$ cat config.mk
export PLATFORM = sky130hd
export DESIGN_NAME = sd_cmd_sequencer_flat
export DESIGN_NICKNAME = d
export VERILOG_FILES = /design/src/rtl/sd_spi_pkg.sv /design/src/rtl/sd_cmd_sequencer_if.sv /design/src/rtl/spi_byte_xfer.sv /design/src/rtl/sd_cmd_sequencer.sv /design/src/flat_wrapper.sv
export SDC_FILE = /design/constraint.sdc
export NUM_CORES = 1
export LEC_CHECK = 0
export CAP_MARGIN = 0
export CORE_MARGIN = 3
export CORE_UTILIZATION = 40
export DETAILED_ROUTE_END_ITERATION = 8
export PLACE_DENSITY = 0.76
export SKIP_CTS_REPAIR_TIMING = 1
export SLEW_MARGIN = 20
export SYNTH_ARGS = -nofsm -noshare
export SYNTH_HDL_FRONTEND = slang
export SYNTH_SLANG_ARGS = --single-unit
$ cat constraint.sdc
create_clock -name clk -period 2.9 [get_ports clk]
set_clock_uncertainty 0.1 [all_clocks]
set_input_delay 0.87 -clock clk [delete_from_list [all_inputs] [get_ports clk]]
set_output_delay 0.87 -clock clk [all_outputs]
set_load 0.01 [all_outputs]
$ cat src/rtl/sd_spi_pkg.sv
// Shared types and constants for the SD-card SPI command sequencer.
//  seq_state_t  : top-level frame FSM states
//  xfer_state_t : byte handshake FSM states
//  cmd_byte()   : selects one of the six command frame bytes by index
package sd_spi_pkg;

  typedef enum logic [3:0] {
    SeqIdle,
    SeqConf,
    SeqSel,
    SeqCmd,
    SeqPoll,
    SeqResp,
    SeqTail,
    SeqDesel,
    SeqDone
  } seq_state_t;

  typedef enum logic [1:0] {
    XferIdle,
    XferIssue,
    XferWaitHi,
    XferWaitLo
  } xfer_state_t;

  localparam logic [7:0]  FILL_BYTE  = 8'hFF;
  localparam logic [1:0]  CMD_START  = 2'b01;
  localparam int unsigned CMD_BYTES  = 6;
  localparam int unsigned RESP_MAX_C = 4;

  // Byte 0 carries start/transmission bits, bytes 1-4 the argument MSB first,
  // byte 5 the CRC7 with the mandatory end bit.
  function automatic logic [7:0] cmd_byte(input logic [2:0]  idx,
                                          input logic [5:0]  cmd_idx,
                                          input logic [31:0] arg,
                                          input logic [6:0]  crc);
    logic [7:0] b;
    case (idx)
      3'd0:    b = {CMD_START, cmd_idx};
      3'd1:    b = arg[31:24];
      3'd2:    b = arg[23:16];
      3'd3:    b = arg[15:8];
      3'd4:    b = arg[7:0];
      3'd5:    b = {crc, 1'b1};
      default: b = FILL_BYTE;
    endcase
    return b;
  endfunction

endpackage

$ cat src/rtl/sd_cmd_sequencer_if.sv
// Link between the command sequencer and the byte-level SPI master.
//  spi_data_in  : byte to transmit, or divider value during a conf pulse
//  spi_w_data   : 1-cycle transmit strobe
//  spi_w_conf   : 1-cycle divider load strobe
//  spi_ss_in    : chip select, 0 = card selected
//  spi_busy     : master busy with a byte
//  spi_data_out : received byte, valid once busy has fallen
// modport master = sequencer side, modport slave = SPI master side.
interface sd_cmd_sequencer_if;
  logic [7:0] spi_data_in;
  logic       spi_w_data;
  logic       spi_w_conf;
  logic       spi_ss_in;
  logic       spi_busy;
  logic [7:0] spi_data_out;

  modport master (
    output spi_data_in,
    output spi_w_data,
    output spi_w_conf,
    output spi_ss_in,
    input  spi_busy,
    input  spi_data_out
  );

  modport slave (
    input  spi_data_in,
    input  spi_w_data,
    input  spi_w_conf,
    input  spi_ss_in,
    output spi_busy,
    output spi_data_out
  );
endinterface

$ cat src/rtl/spi_byte_xfer.sv
// One-byte handshake with the SPI master.
//  clk, rst        : clock, asynchronous active-low reset
//  go, tx          : request to send tx (accepted only when idle)
//  rx, byte_done   : received byte and 1-cycle completion pulse (rx valid with it)
//  tx_byte         : byte held on the master's data input for the transfer
//  w_data          : transmit strobe to the master
//  busy, data_out  : master status and received byte
module spi_byte_xfer
  import sd_spi_pkg::*;
(
  input  logic       clk,
  input  logic       rst,
  input  logic       go,
  input  logic [7:0] tx,
  output logic [7:0] rx,
  output logic       byte_done,
  output logic [7:0] tx_byte,
  output logic       w_data,
  input  logic       busy,
  input  logic [7:0] data_out
);

  xfer_state_t state_q, state_d;
  logic [7:0]  tx_q;
  logic [7:0]  rx_q;
  logic        done_q;
  logic        capture;

  always_ff @(posedge clk or negedge rst) begin
    if (!rst) begin
      state_q <= XferIdle;
      tx_q    <= 8'h00;
      rx_q    <= 8'h00;
      done_q  <= 1'b0;
    end else begin
      state_q <= state_d;
      done_q  <= capture;
      if (go && state_q == XferIdle) tx_q <= tx;
      if (capture)                   rx_q <= data_out;
    end
  end

  always_comb begin
    state_d = state_q;
    w_data  = 1'b0;
    capture = 1'b0;
    unique case (state_q)
      XferIdle:   if (go) state_d = XferIssue;
      // Hold off while the master is still finishing an earlier (possibly aborted) byte.
      XferIssue: begin
        if (!busy) begin
          w_data  = 1'b1;
          state_d = XferWaitHi;
        end
      end
      XferWaitHi: if (busy) state_d = XferWaitLo;
      XferWaitLo: begin
        if (!busy) begin
          capture = 1'b1;
          state_d = XferIdle;
        end
      end
      default:    state_d = XferIdle;
    endcase
  end

  assign rx        = rx_q;
  assign byte_done = done_q;
  assign tx_byte   = tx_q;

endmodule

$ cat src/rtl/sd_cmd_sequencer.sv
// Issues one complete SD SPI-mode command frame through a byte-level SPI master:
// load divider, select, 6 command bytes, poll for R1, read 0-4 response bytes,
// one 0xFF tail byte, deselect.
//  clk, rst   : clock, asynchronous active-low reset
//  start      : request, sampled only while ready
//  cmd_idx, cmd_arg, cmd_crc, resp_len, sclk_div : frame parameters, latched on start
//  ready      : idle
//  done       : 1-cycle end-of-frame pulse
//  timeout    : no R1 within NCR_MAX polls; held until the next start
//  r1         : R1 byte (0xFF on timeout)
//  resp_data  : trailing bytes, MSB first, right-aligned
//  spi        : link to the SPI master
module sd_cmd_sequencer
  import sd_spi_pkg::*;
#(
  parameter int unsigned NCR_MAX  = 8,
  parameter int unsigned RESP_MAX = RESP_MAX_C
) (
  input  logic                clk,
  input  logic                rst,
  input  logic                start,
  input  logic [5:0]          cmd_idx,
  input  logic [31:0]         cmd_arg,
  input  logic [6:0]          cmd_crc,
  input  logic [2:0]          resp_len,
  input  logic [7:0]          sclk_div,
  output logic                ready,
  output logic                done,
  output logic                timeout,
  output logic [7:0]          r1,
  output logic [31:0]         resp_data,
  sd_cmd_sequencer_if.master  spi
);

  localparam int unsigned PollW = $clog2(NCR_MAX + 1);

  seq_state_t       state_q, state_d;
  logic             ss_q, ss_d;
  logic             timeout_q, timeout_d;
  logic [7:0]       r1_q, r1_d;
  logic [31:0]      resp_q, resp_d;
  logic [2:0]       idx_q, idx_d;
  logic [PollW-1:0] poll_q, poll_d;
  logic             inflight_q, inflight_d;

  logic [5:0]       cmd_idx_q;
  logic [31:0]      arg_q;
  logic [6:0]       crc_q;
  logic [2:0]       len_q;
  logic [7:0]       div_q;

  logic             accept;
  logic [2:0]       len_clamped;
  logic             byte_state;
  logic             go;
  logic [7:0]       tx;
  logic [7:0]       rx;
  logic             byte_done;
  logic [7:0]       tx_byte;

  assign accept      = (state_q == SeqIdle) && start;
  assign len_clamped = (resp_len > 3'(RESP_MAX)) ? 3'(RESP_MAX) : resp_len;
  assign byte_state  = (state_q == SeqCmd) || (state_q == SeqPoll) ||
                       (state_q == SeqResp) || (state_q == SeqTail);
  // One outstanding byte at a time; the next request goes out the cycle after byte_done.
  assign go          = byte_state && !inflight_q;
  assign tx          = (state_q == SeqCmd) ? cmd_byte(idx_q, cmd_idx_q, arg_q, crc_q) : FILL_BYTE;

  spi_byte_xfer u_xfer (
    .clk       (clk),
    .rst       (rst),
    .go        (go),
    .tx        (tx),
    .rx        (rx),
    .byte_done (byte_done),
    .tx_byte   (tx_byte),
    .w_data    (spi.spi_w_data),
    .busy      (spi.spi_busy),
    .data_out  (spi.spi_data_out)
  );

  always_ff @(posedge clk or negedge rst) begin
    if (!rst) begin
      state_q    <= SeqIdle;
      ss_q       <= 1'b1;
      timeout_q  <= 1'b0;
      r1_q       <= 8'h00;
      resp_q     <= 32'h0;
      idx_q      <= 3'd0;
      poll_q     <= '0;
      inflight_q <= 1'b0;
      cmd_idx_q  <= 6'd0;
      arg_q      <= 32'h0;
      crc_q      <= 7'd0;
      len_q      <= 3'd0;
      div_q      <= 8'h00;
    end else begin
      state_q    <= state_d;
      ss_q       <= ss_d;
      timeout_q  <= timeout_d;
      r1_q       <= r1_d;
      resp_q     <= resp_d;
      idx_q      <= idx_d;
      poll_q     <= poll_d;
      inflight_q <= inflight_d;
      if (accept) begin
        cmd_idx_q <= cmd_idx;
        arg_q     <= cmd_arg;
        crc_q     <= cmd_crc;
        len_q     <= len_clamped;
        div_q     <= sclk_div;
      end
    end
  end

  always_comb begin
    state_d    = state_q;
    ss_d       = ss_q;
    timeout_d  = timeout_q;
    r1_d       = r1_q;
    resp_d     = resp_q;
    idx_d      = idx_q;
    poll_d     = poll_q;
    inflight_d = inflight_q;
    if (go)        inflight_d = 1'b1;
    if (byte_done) inflight_d = 1'b0;

    unique case (state_q)
      SeqIdle: begin
        if (start) begin
          timeout_d = 1'b0;
          r1_d      = 8'h00;
          resp_d    = 32'h0;
          state_d   = SeqConf;
        end
      end
      SeqConf: begin
        ss_d    = 1'b0;
        state_d = SeqSel;
      end
      SeqSel: begin
        idx_d   = 3'd0;
        state_d = SeqCmd;
      end
      SeqCmd: begin
        if (byte_done) begin
          if (idx_q == 3'(CMD_BYTES - 1)) begin
            poll_d  = '0;
            state_d = SeqPoll;
          end else begin
            idx_d = idx_q + 3'd1;
          end
        end
      end
      SeqPoll: begin
        if (byte_done) begin
          // A response byte is the first one with MSB clear; it wins even on the last poll.
          if (!rx[7]) begin
            r1_d    = rx;
            idx_d   = 3'd0;
            state_d = (len_q == 3'd0) ? SeqTail : SeqResp;
          end else if (poll_q == PollW'(NCR_MAX - 1)) begin
            timeout_d = 1'b1;
            r1_d      = FILL_BYTE;
            state_d   = SeqTail;
          end else begin
            poll_d = poll_q + PollW'(1);
          end
        end
      end
      SeqResp: begin
        if (byte_done) begin
          resp_d = {resp_q[23:0], rx};
          if (idx_q == len_q - 3'd1) state_d = SeqTail;
          else                       idx_d   = idx_q + 3'd1;
        end
      end
      SeqTail:  if (byte_done) state_d = SeqDesel;
      SeqDesel: begin
        ss_d    = 1'b1;
        state_d = SeqDone;
      end
      SeqDone:  state_d = SeqIdle;
      default:  state_d = SeqIdle;
    endcase
  end

  assign ready           = (state_q == SeqIdle);
  assign done            = (state_q == SeqDone);
  assign timeout         = timeout_q;
  assign r1              = r1_q;
  assign resp_data       = resp_q;
  assign spi.spi_w_conf  = (state_q == SeqConf);
  assign spi.spi_data_in = (state_q == SeqConf) ? div_q : tx_byte;
  assign spi.spi_ss_in   = ss_q;

endmodule

$ cat src/flat_wrapper.sv
// flat-port wrapper written by rule: the top's interface ports become plain ports
module sd_cmd_sequencer_flat import sd_spi_pkg::*;
#(
  parameter int unsigned NCR_MAX  = 8,
  parameter int unsigned RESP_MAX = RESP_MAX_C
)
  (clk, rst, start, cmd_idx, cmd_arg, cmd_crc, resp_len, sclk_div, ready, done, timeout, r1, resp_data, spi_spi_data_in, spi_spi_w_data, spi_spi_w_conf, spi_spi_ss_in, spi_spi_busy, spi_spi_data_out);
  sd_cmd_sequencer_if spi_i ();
  input  logic clk;
  input  logic rst;
  input  logic start;
  input  logic [5:0] cmd_idx;
  input  logic [31:0] cmd_arg;
  input  logic [6:0] cmd_crc;
  input  logic [2:0] resp_len;
  input  logic [7:0] sclk_div;
  output logic ready;
  output logic done;
  output logic timeout;
  output logic [7:0] r1;
  output logic [31:0] resp_data;
  output wire logic [$bits(spi_i.spi_data_in)-1:0] spi_spi_data_in;
  output wire logic [$bits(spi_i.spi_w_data)-1:0] spi_spi_w_data;
  output wire logic [$bits(spi_i.spi_w_conf)-1:0] spi_spi_w_conf;
  output wire logic [$bits(spi_i.spi_ss_in)-1:0] spi_spi_ss_in;
  input wire logic [$bits(spi_i.spi_busy)-1:0] spi_spi_busy;
  input wire logic [$bits(spi_i.spi_data_out)-1:0] spi_spi_data_out;
  assign spi_spi_data_in = spi_i.spi_data_in;
  assign spi_spi_w_data = spi_i.spi_w_data;
  assign spi_spi_w_conf = spi_i.spi_w_conf;
  assign spi_spi_ss_in = spi_i.spi_ss_in;
  assign spi_i.spi_busy = spi_spi_busy;
  assign spi_i.spi_data_out = spi_spi_data_out;
  sd_cmd_sequencer #(.NCR_MAX(NCR_MAX), .RESP_MAX(RESP_MAX)) u_core (.clk(clk), .rst(rst), .start(start), .cmd_idx(cmd_idx), .cmd_arg(cmd_arg), .cmd_crc(cmd_crc), .resp_len(resp_len), .sclk_div(sclk_div), .ready(ready), .done(done), .timeout(timeout), .r1(r1), .resp_data(resp_data), .spi(spi_i));
endmodule
* Word level (Yosys, flattened, before mapping) *
Cells that the tools add are included.

cells by class
  add/sub/neg operators = 3
  magnitude comparators = 1
  equality and inequality tests = 36
  mux-type cells = 52
  reductions and logical operators = 24

operators by type and width
  operator                                       number
  2-to-1 mux 32 bit                              2
  case mux 32 bit (2 select lines)               1
  2-to-1 mux 4 bit                               14
  2-to-1 mux 8 bit                               6
  case mux 8 bit (6 select lines)                1
  inequality test 2 bit, second input constant   17
  case mux 4 bit (8 select lines)                1
  2-to-1 mux 3 bit                               7
  == test 4 x 3 -> 1 bit, second input constant  5
  case mux 8 bit (2 select lines)                1
  case mux 3 bit (4 select lines)                1
  2-to-1 mux 2 bit                               5
  nonzero test 2 bit                             5
  2-to-1 mux 1 bit                               9
  == test 4 x 2 -> 1 bit, second input constant  2
  case mux 2 bit (4 select lines)                1
  case mux 4 bit (2 select lines)                1
  AND reduction 4 bit                            2
  AND reduction 8 bit                            1
  AND reduction 7 bit                            1
  == test 3 x 2 -> 1 bit, second input constant  2
  == test 3 bit, second input constant           2
  logical NOT 3 bit                              2
  AND reduction 6 bit                            1
  20 further kinds                               26

word-level totals
  register bits = 129
  input bits = 68

* Longest topological paths before layout *
Gate-level depths: netlist (run 1).

  word-level depth = 7
  mapped depth = 8
  gate-level depth less buffers = 6

* Hierarchy *
From an unflattened synthesis (run 1), not the netlist that was laid out.

second synthesis, totals
  cells, all modules = 452
  area total of the unflattened synthesis = 5814.3 µm²

modules (own cells, without submodules)
  module            times used  cells an instance  area an instance (µm²)  seq. area each (µm²)
  sd_cmd_sequencer  1           399                4971.0                  2753.9
  spi_byte_xfer     1           53                 843.3                   475.5

* Worst setup path before layout (run 1) *
OpenSTA, ideal clock, no wires.

  path kind = reg2out
  start = reg u_core.state_q[1]
  end = out spi_spi_data_in[0]
  arrival = 1.691 ns
  data required time = 1.930 ns
  slack = 0.239 ns
  stages on the path, launching flop included = 5
  path buffers = 2
  path through = dfrtp_1 > clkbuf_2 > buf_2 > nor4_4 > mux2_2

between the ends
  cells in the longest elaborated chain, start to end = 2

RTL lines
  item                      line                     RTL
  start: declaration        sd_cmd_sequencer.sv:37   seq_state_t state_q, state_d;
  start signal: assignment  sd_cmd_sequencer.sv:84   state_q <= SeqIdle;
  start signal: assignment  sd_cmd_sequencer.sv:98   state_q <= state_d;
  == test 4 x 1 -> 1 bit    n/a
  named net spi_spi_w_conf  flat_wrapper.sv:24       output wire logic [$bits(spi_i.spi_w_conf)-1:0] spi_spi_w_conf;
  2-to-1 mux 8 bit          sd_cmd_sequencer.sv:194  assign spi.spi_data_in = (state_q == SeqConf) ? div_q : tx_byte;
  end: declaration          flat_wrapper.sv:22       output wire logic [$bits(spi_i.spi_data_in)-1:0] spi_spi_data_in;

The timed path passes the listed nets, and every way through them passes these cells.

* Worst setup path in the final report (run 1) *
  start = reg u_core.state_q[3]
  end = out spi_spi_data_in[3]

between the ends
  cells in the longest elaborated chain, start to end = 2

RTL lines
  item                    line
  == test 4 x 1 -> 1 bit  sd_cmd_sequencer.sv:194
  2-to-1 mux 8 bit        sd_cmd_sequencer.sv:194

Every way passes these cells.

==> results of run 1 <==
stage by stage:
stage          power [mW]  instances  hold WS, ns  TNS, ns  utilization
3_5_place_dp         5.08        862        0.357  -0.0308        0.520
4_1_cts              7.52        894        0.289    -2.80        0.567
6_report             7.68        901        0.286   -0.204        0.576
2_1_floorplan        4.21        579        0.340        0            -
5_1_grt              8.13        901        0.303   -0.446        0.576
3_3_place_gp         4.97        862        0.355  -0.0241        0.520
power by group:
group	switching, mW	internal [mW]
clock network	0.793	1.61
logic	1.30	1.26
registers	0.385	2.34
worst reg2reg max path: stages (launching register included):
cell and delay [ns]:
dfrtp_1 0.44, inv_1 0.13, ha_1 0.64, nand4_1 0.25
nor3_1 0.30, o21ai_0 0.20, a21o_1 0.22
cells in the mapped netlist (all sizes together), types with 4 or more instances:
| library cell | number | share of area |
|---|---|---|
| nor3 | 4 | 0.0042 |
| o21ai | 21 | 0.018 |
| a221oi | 5 | 0.0074 |
| ha | 13 | 0.027 |
| mux2i | 9 | 0.015 |
| dfrtp | 128 | 0.54 |
| nor2b | 8 | 0.0084 |
| a22o | 35 | 0.052 |
| mux2 | 24 | 0.045 |
| buf | 21 | 0.020 |
| a21oi | 10 | 0.0084 |
| nand2 | 169 | 0.11 |
| a31oi | 7 | 0.0074 |
| clkbuf | 17 | 0.011 |
| inv | 24 | 0.015 |
| nand4 | 4 | 0.0042 |
| nor2 | 22 | 0.014 |
| nand3b | 5 | 0.0063 |
registers in the layout (all words and copies together) (netlist names):
name and flops:
u_core.timeout 1, u_core.idx_q 3, u_core.u_xfer.state_q 2, u_core.div_q 8, u_core.resp_data 32, u_core.u_xfer.byte_done 1, u_core.u_xfer.tx_byte 8, u_core.r1 8
u_core.arg_q 32, u_core.spi.spi_ss_in 1, u_core.len_q 3, u_core.inflight_q 1, u_core.poll_q 4, u_core.state_q 4, u_core.crc_q 7, u_core.u_xfer.rx 8
u_core.cmd_idx_q 6
cell type report:
type                    instances  area, µm²  area share
flip-flops and latches        129       3230       0.395
clock inverters                14        238      0.0291
clock buffers                  18        429      0.0524
multi-input cells             388       2470       0.302
repair buffers                148       1500       0.183
inverters                      24       90.1      0.0110
well taps                     180        225      0.0275
routing by layer:
| layer | vias to the layer above | routed length, µm |
|---|---|---|
| li1 | 2251 | - |
| met1 | 2319 | 6410 |
| met2 | 152 | 7360 |
| met3 | 23 | 868 |
| met5 | - | 0 |
| met4 | 0 | 248 |
worst paths after layout:
| path | cells past startpoint | startpoint | endpoint |
|---|---|---|---|
| max | 6 | u_core.state_q[3]$_DFFE_PN0P_ | spi_spi_data_in[3] |
| min | 1 | rst | u_core.len_q[2]$_DFFE_PN0P_ |
| max reg2reg | 6 | u_core.idx_q[1]$_DFFE_PN0P_ | u_core.poll_q[0]$_DFFE_PN0P_ |
| min reg2reg | 2 | u_core.crc_q[2]$_DFFE_PN0P_ | u_core.crc_q[2]$_DFFE_PN0P_ |
| max in group asynchronous | 2 | rst | u_core.resp_data[3]$_DFFE_PN0P_ |
| min in group clk | 2 | u_core.crc_q[2]$_DFFE_PN0P_ | u_core.crc_q[2]$_DFFE_PN0P_ |
kinds of logic (layout without fill, tap and decap cells):
logic type,after synthesis,count (layout),share of synthesized area
multiplexers,33,33,0.0606
flip-flops,129,129,0.543
AND/OR/NAND/NOR,232,232,0.172
AO/OA/AOI/OAI,107,107,0.143
buffers and inverters,62,204,0.0465
XOR/XNOR,3,3,0.00716
adder cells (fa/ha/maj),13,13,0.0274
==> flow_metrics.tcl, run 1 <==
set metrics [dict create \
    outcome "finished with violations" \
    violations "setup timing" \
    cp-start-kind "flop" \
    diodes 0 \
    nets 789 \
    worstPathCellList "nor4_4, buf_6, buf_12, buf_4, mux2_2, clkbuf_2" \
    crit_fanout 2 \
    drtIter0Drc 351 \
    grt_setup_unrepaired "true" \
    ys_seq_area_frac 0.543 \
    ys.flop_type "dfrtp_1" \
    synth_area_per_cell_um2 10.3 \
    cts_tree "done" \
    yosysUniqueCellTypes 56 \
    root_buffer "clkbuf_16" \
    met3_usage 0.0517 \
    slowest_stage "dfrtp_1" \
    gp_congestion 0.803 \
    syn2layout_area_growth_pct 37.7 \
    setup_violations 3 \
    ir_drop_mv 0.487 \
    die_w_um 128 \
    postRouteWirelength_um 14900 \
    fill_cells 1193 \
    ios 122 \
    yosys_warnings 0 \
    track_usage 0.186 \
    worst_skew_pair.late_latency_ns 0.42 \
    placed_area_um2 7380 \
    antenna_left 0 \
    grt.met2_usage 0.300 \
    via_count 4745 \
    synth_seq_cells 129 \
    crit_buf_inv 4 \
    wl_per_cell_um 16.5 \
    synth_cells 579 \
    mostFrequentLayoutCells "nand2_1 (169), dfrtp_1 (128), clkdlybuf4s50_1 (108)" \
    period_share 1.03 \
    clock-sinks 129 \
    drive_gt1_frac 0.144 \
    min_period_ns 2.98 \
    drc 0 \
    std_cell_rows 43 \
    grt-ovfl-total 0 \
    cts_buffer_depth 2 \
    fp.dieArea_um2 16400 \
    h-tree-depth 4 \
    pre_cts_slack_ns -0.0308 \
    synth_edf_count 0 \
    grt_start_max_net_pins 55 \
    leakagePower_nw 3.81 \
    initial_core_util 0.418 \
    tightest_slew_ns 0.732 \
    syn-cell-area_um2 5940 \
    busiest_layer "met2" \
    clk_pin_slew_ns 0.06 \
    met1_usage 0.242 \
    max_stage_delay_ns 0.45 \
    drt_first_pass_iters 4 \
    hold_path_class "input port to asynchronous set/reset pin" \
    slew_viol_final 0 \
    cts_buffers 17 \
    required_ns 1.93 \
    arrival_ns 2.01 \
    finalWorstSetupSlack_ns -0.0801 \
    p_per_area_nw_per_um2 939 \
    rrSetupSlack_ns 0.50 \
    hold_viol 0 \
    endpoint_kind "output port" \
    fmax_ghz 0.336 \
    final_cell_area_um2 8180 \
    async_flop_share 1.00 \
    dpl.hpwl_um 10300 \
    design.core.area_um2 14200 \
    maxCapViolCount 0 \
    grt_pass1_vias 4850 \
    antenna_found_initial 0 \
    die-height_um 128 \
    cp_top_family "buffers and inverters" \
    synth_nets 660 \
    final_common_cell "nand2_1" \
    critPathKind "flop to output port" \
    grt_pass1_wl_um 24200 \
    io_buffers 121 \
    vias_per_cell 5.27 \
    slew_headroom 0.512 \
]
Note: power is estimated with default switching activity, not from simulation.
==> inputs of run 2 (changes only) <==
clock period = 3.2 ns   (was 2.9 ns; I/O delays follow)
==> run 2 against run 1 <==
  * The run now ends clean
  * Combinational power shrank 18%
  * Cell count fell by 1.2%
  * Wire length rose by 0.85%
  * Clock-buffer cell count increased by 3
  * Clock power down 14%
  * Die area did not move
  * Setup slack improved by 0.18 ns
  * Sequential power shrank 8.8%
  * Largest cell class unchanged
  * Highest routed layer unchanged
  * First-iteration DRC count is 15% lower
  * Register-to-register slack better by 0.28 ns
  * Non-clock buffer count fell by 10
==> flow_metrics.tcl, run 2 (synthesized netlist as in run 1, its figures left out) <==
set metrics [dict create \
    outcome "finished clean" \
    period_share 0.969 \
    final_common_cell "nand2_1" \
    io_buffers 121 \
    critPathKind "flop to output port" \
    diodes 0 \
    grt_pass1_vias 4825 \
    reg2reg_from "u_core.idx_q[1]$_DFFE_PN0P_" \
    crit_buf_inv 2 \
    dpl.hpwl_um 10300 \
    fill_cells 1232 \
    ios 122 \
    crit_start "u_core.state_q[0]$_DFFE_PN0P_" \
    mostFrequentLayoutCells "nand2_1 (169), dfrtp_1 (127), clkdlybuf4s50_1 (112)" \
    endpoint_kind "output port" \
    tightest_slew_ns 0.930 \
    drive_gt1_frac 0.124 \
    hold_path_class "flop to flop" \
    setup_violations 0 \
    grt_setup_unrepaired "false" \
    cts_tree "done" \
    maxCapViolCount 0 \
    wl_per_cell_um 16.9 \
    nets 779 \
    die-height_um 128 \
    cp_top_family "buffers and inverters" \
    std_cell_rows 43 \
    cts_buffer_depth 2 \
    grt_pass1_wl_um 24700 \
    stdcell_count 890 \
    required_ns 2.14 \
    final_util 0.564 \
    final_cell_area_um2 8010 \
    antenna_left 0 \
    gp_congestion 0.826 \
    via_count 4736 \
    slowest_stage "clkdlybuf4s50_1" \
    root_buffer "clkbuf_16" \
    grt_start_max_net_pins 60 \
    design.core.area_um2 14200 \
    grt-ovfl-total 0 \
    clock-sinks 129 \
    vias_per_cell 5.32 \
    crit_fanout 16 \
    syn2layout_area_growth_pct 34.8 \
    p_per_area_nw_per_um2 828 \
    leakagePower_nw 3.71 \
    hold_start "u_core.div_q[5]$_DFFE_PN0P_" \
    arrival_ns 2.04 \
    drtIter0Drc 299 \
    cts_buffers 17 \
    slew_viol_final 0 \
    worst_skew_pair.late_latency_ns 0.42 \
    fmax_ghz 0.323 \
    cp-start-kind "flop" \
    max_stage_delay_ns 0.62 \
    fp.dieArea_um2 16400 \
    slew_headroom 0.380 \
    min_period_ns 3.10 \
    drt_first_pass_iters 6 \
    ir_drop_mv 0.444 \
    dp.cells 859 \
    clk_pin_slew_ns 0.05 \
    postRouteWirelength_um 15000 \
    track_usage 0.191 \
    antenna_found_initial 0 \
    h-tree-depth 4 \
    pre_cts_slack_ns 0.104 \
    finalWorstSetupSlack_ns 0.100 \
    hold_viol 0 \
    drc 0 \
    die_w_um 128 \
    worstPathCellList "buf_4, nor4_2, clkdlybuf4s50_1" \
    initial_core_util 0.418 \
    placed_area_um2 7340 \
]
[run 2: cell count changes in the layout (fill, tap and decap cells not counted), sizes merged]
| cell | delta |
|---|---|
| buf | -17 |
| bufinv | -2 |
| clkbuf | +2 |
| clkdlybuf4s50 | +4 |
| clkinv | +1 |
| clkinvlp | -3 |
| dlymetal6s2s | +4 |
[run 2: worst paths after layout]
| check | slack (ns) | endpoint | cells after the start |
|---|---|---|---|
| max | 0.10 | ready | 3 |
| min reg2reg | 0.37 | u_core.div_q[5]$_DFFE_PN0P_ | 2 |
| max reg2reg | 0.78 | u_core.poll_q[0]$_DFFE_PN0P_ | 6 |
| min | 0.37 | u_core.div_q[5]$_DFFE_PN0P_ | 2 |
| min in group asynchronous | 0.42 | u_core.timeout$_DFFE_PN0P_ | 1 |
| max in group asynchronous | 1.82 | u_core.arg_q[2]$_DFFE_PN0P_ | 2 |
[run 2: routing by layer]
layer  track usage  routed length (µm)
met1         0.251                6550
met2         0.309                7330
met3        0.0442                 899
met4        0.0724                 231
met5             0                   0
[run 2: power by group]
| group | internal (mW) | leakage (nW) | switching (mW) |
|---|---|---|---|
| clock network | 1.38 | 0.315 | 0.693 |
| logic | 0.967 | 1.73 | 1.12 |
| registers | 2.12 | 1.66 | 0.358 |
[run 2: worst reg2reg max path, cell delays in order, from the launching register on]
cell     delay, ns
dfrtp_1       0.44
inv_1         0.13
ha_1          0.63
nand4_1       0.29
nor3_1        0.30
o21ai_0       0.20
a21o_1        0.22
[run 2: area by class of cell]
| class | instances | area (µm²) | share of cell area |
|---|---|---|---|
| clock inverters | 10 | 156 | 0.0195 |
| clock buffers | 21 | 480 | 0.0600 |
| well taps | 180 | 225 | 0.0281 |
| multi-input cells | 388 | 2440 | 0.305 |
| inverters | 24 | 90.1 | 0.0112 |
| repair buffers | 138 | 1390 | 0.173 |
| flip-flops and latches | 129 | 3230 | 0.403 |
[run 2: metrics by stage]
step | TNS (ns) | hold slack [ns] | total power, mW
6_report | 0 | 0.373 | 6.63
5_1_grt | 0 | 0.390 | 7.05
4_1_cts | -1.25 | 0.373 | 6.69
3_5_place_dp | 0 | 0.359 | 4.59
3_3_place_gp | 0 | 0.356 | 4.48
2_1_floorplan | 0 | 0.340 | 3.82
==> inputs of run 3 (changes only) <==
clock period = 3.3 ns   (was 3.2 ns; I/O delays follow)
==> run 3 against run 2 <==
  * Register-to-register slack better by 0.14 ns
  * Sequential power down 4%
  * Clock-buffer cell count fell by 4
  * Clock power down 8%
==> flow_metrics.tcl, run 3 (synthesized netlist as in run 1, its figures left out) <==
set metrics [dict create \
    root_buffer "clkbuf_16" \
    cp-start-kind "input port" \
    die-height_um 128 \
    via_count 4723 \
    final_util 0.561 \
    hold_viol 0 \
    grt_pass1_vias 4960 \
    final_common_cell "nand2_1" \
    totalPowerFinal_mw 6.31 \
    h-tree-depth 4 \
    design.core.area_um2 14200 \
    ir_drop_mv 0.484 \
    dpl.hpwl_um 10200 \
    ios 122 \
    maxCapViolCount 0 \
    track_usage 0.186 \
    diodes 0 \
    hold_path_class "flop to flop" \
    antenna_left 0 \
    arrival_ns 2.06 \
    fill_cells 1222 \
    slew_viol_final 0 \
    tightest_slew_ns 0.960 \
    die_w_um 128 \
    leakagePower_nw 3.67 \
    cts_buffers 17 \
    fp.dieArea_um2 16400 \
    gp_congestion 0.839 \
    worst_skew_pair.late_latency_ns 0.41 \
    critPathKind "input port to output port" \
    period_share 0.954 \
    min_period_ns 3.15 \
    wl_per_cell_um 16.4 \
    grt_setup_unrepaired "false" \
    drtIter0Drc 268 \
    postRouteWirelength_um 14600 \
    antenna_found_initial 0 \
    stdcell_count 890 \
    clock-sinks 129 \
    initial_core_util 0.418 \
    setup_violations 0 \
    syn2layout_area_growth_pct 34.1 \
    std_cell_rows 43 \
    endpoint_kind "output port" \
    top_layer_used "met4" \
    io_buffers 121 \
    tns_ns 0 \
    m1WireLength_um 6300 \
    vias_per_cell 5.31 \
    drc 0 \
    nets 778 \
    clk_pin_slew_ns 0.06 \
    outcome "finished clean" \
    crit_fanout 2 \
    fmax_ghz 0.318 \
    cts_tree "done" \
    grt_pass1_wl_um 24400 \
    met3_length_um 956 \
    p_per_area_nw_per_um2 792 \
    grt_start_max_net_pins 60 \
    drt_first_pass_iters 5 \
    slew_headroom 0.360 \
    met2_length_um 6960 \
    required_ns 2.21 \
    mostFrequentLayoutCells "nand2_1 (169), dfrtp_1 (128), clkdlybuf4s50_1 (112)" \
    dp.cells 858 \
    grt-ovfl-total 0 \
    cts_buffer_depth 2 \
    drive_gt1_frac 0.123 \
]
## run 3: changes by cell type in the layout (fill, tap and decap cells not counted), moves of 2 or more
cell        before  now
clkbuf_8         4    0
clkinvlp_4       1    5
clkinv_2         4    1
clkinv_4         1    4
inv_6            0    2
## run 3: cell type report
cell class              count  area, µm²  area share
multi-input cells         388       2440       0.306
well taps                 180        225      0.0282
flip-flops and latches    129       3230       0.405
clock inverters            15        185      0.0232
repair buffers            137       1380       0.173
inverters                  24       90.1      0.0113
clock buffers              17        425      0.0534
## run 3: final timing paths
check / to / cells past startpoint / from / slack [ns]
setup / recovery: spi_spi_w_data / 3 / spi_spi_busy / 0.15
hold / removal: u_core.crc_q[2]$_DFFE_PN0P_ / 2 / u_core.crc_q[2]$_DFFE_PN0P_ / 0.37
setup reg to reg: u_core.u_xfer.tx_byte[0]$_DFFE_PN0P_ / 4 / u_core.state_q[2]$_DFFE_PN0P_ / 0.92
hold reg to reg: u_core.crc_q[2]$_DFFE_PN0P_ / 2 / u_core.crc_q[2]$_DFFE_PN0P_ / 0.37
max in group asynchronous: u_core.crc_q[3]$_DFFE_PN0P_ / 2 / rst / 1.86
min in group asynchronous: u_core.u_xfer.rx[2]$_DFFE_PN0P_ / 1 / rst / 0.49
## run 3: metal layers
metal  vias to the layer above  global-route usage
met3                        28              0.0438
met2                       197               0.303
li1                       2226                   -
met1                      2272               0.242
met5                         -                   0
met4                         0              0.0730
## run 3: per-stage QoR
stage,instance area (µm²),worst slack (ns),hold WS [ns]
finish,7970,0.151,0.369
CTS,7950,-0.0174,0.372
detailed placement,7340,0.132,0.357
global route,7970,0.0786,0.392
floorplan,5940,0.519,0.340
global placement,7340,0.142,0.355
## run 3: where the power goes
part	total, mW	leakage [nW]	switching, mW	internal [mW]
clock	1.90	0.282	0.710	1.19
sequential	2.38	1.66	0.330	2.05
combinational	2.03	1.72	1.09	0.940
total	6.31	3.67	2.13	4.18
## run 3: worst max-delay path: stages
cell and delay, ns:
clkdlybuf4s50_1 0.42, nor2b_1 0.11, clkdlybuf4s50_1 0.54
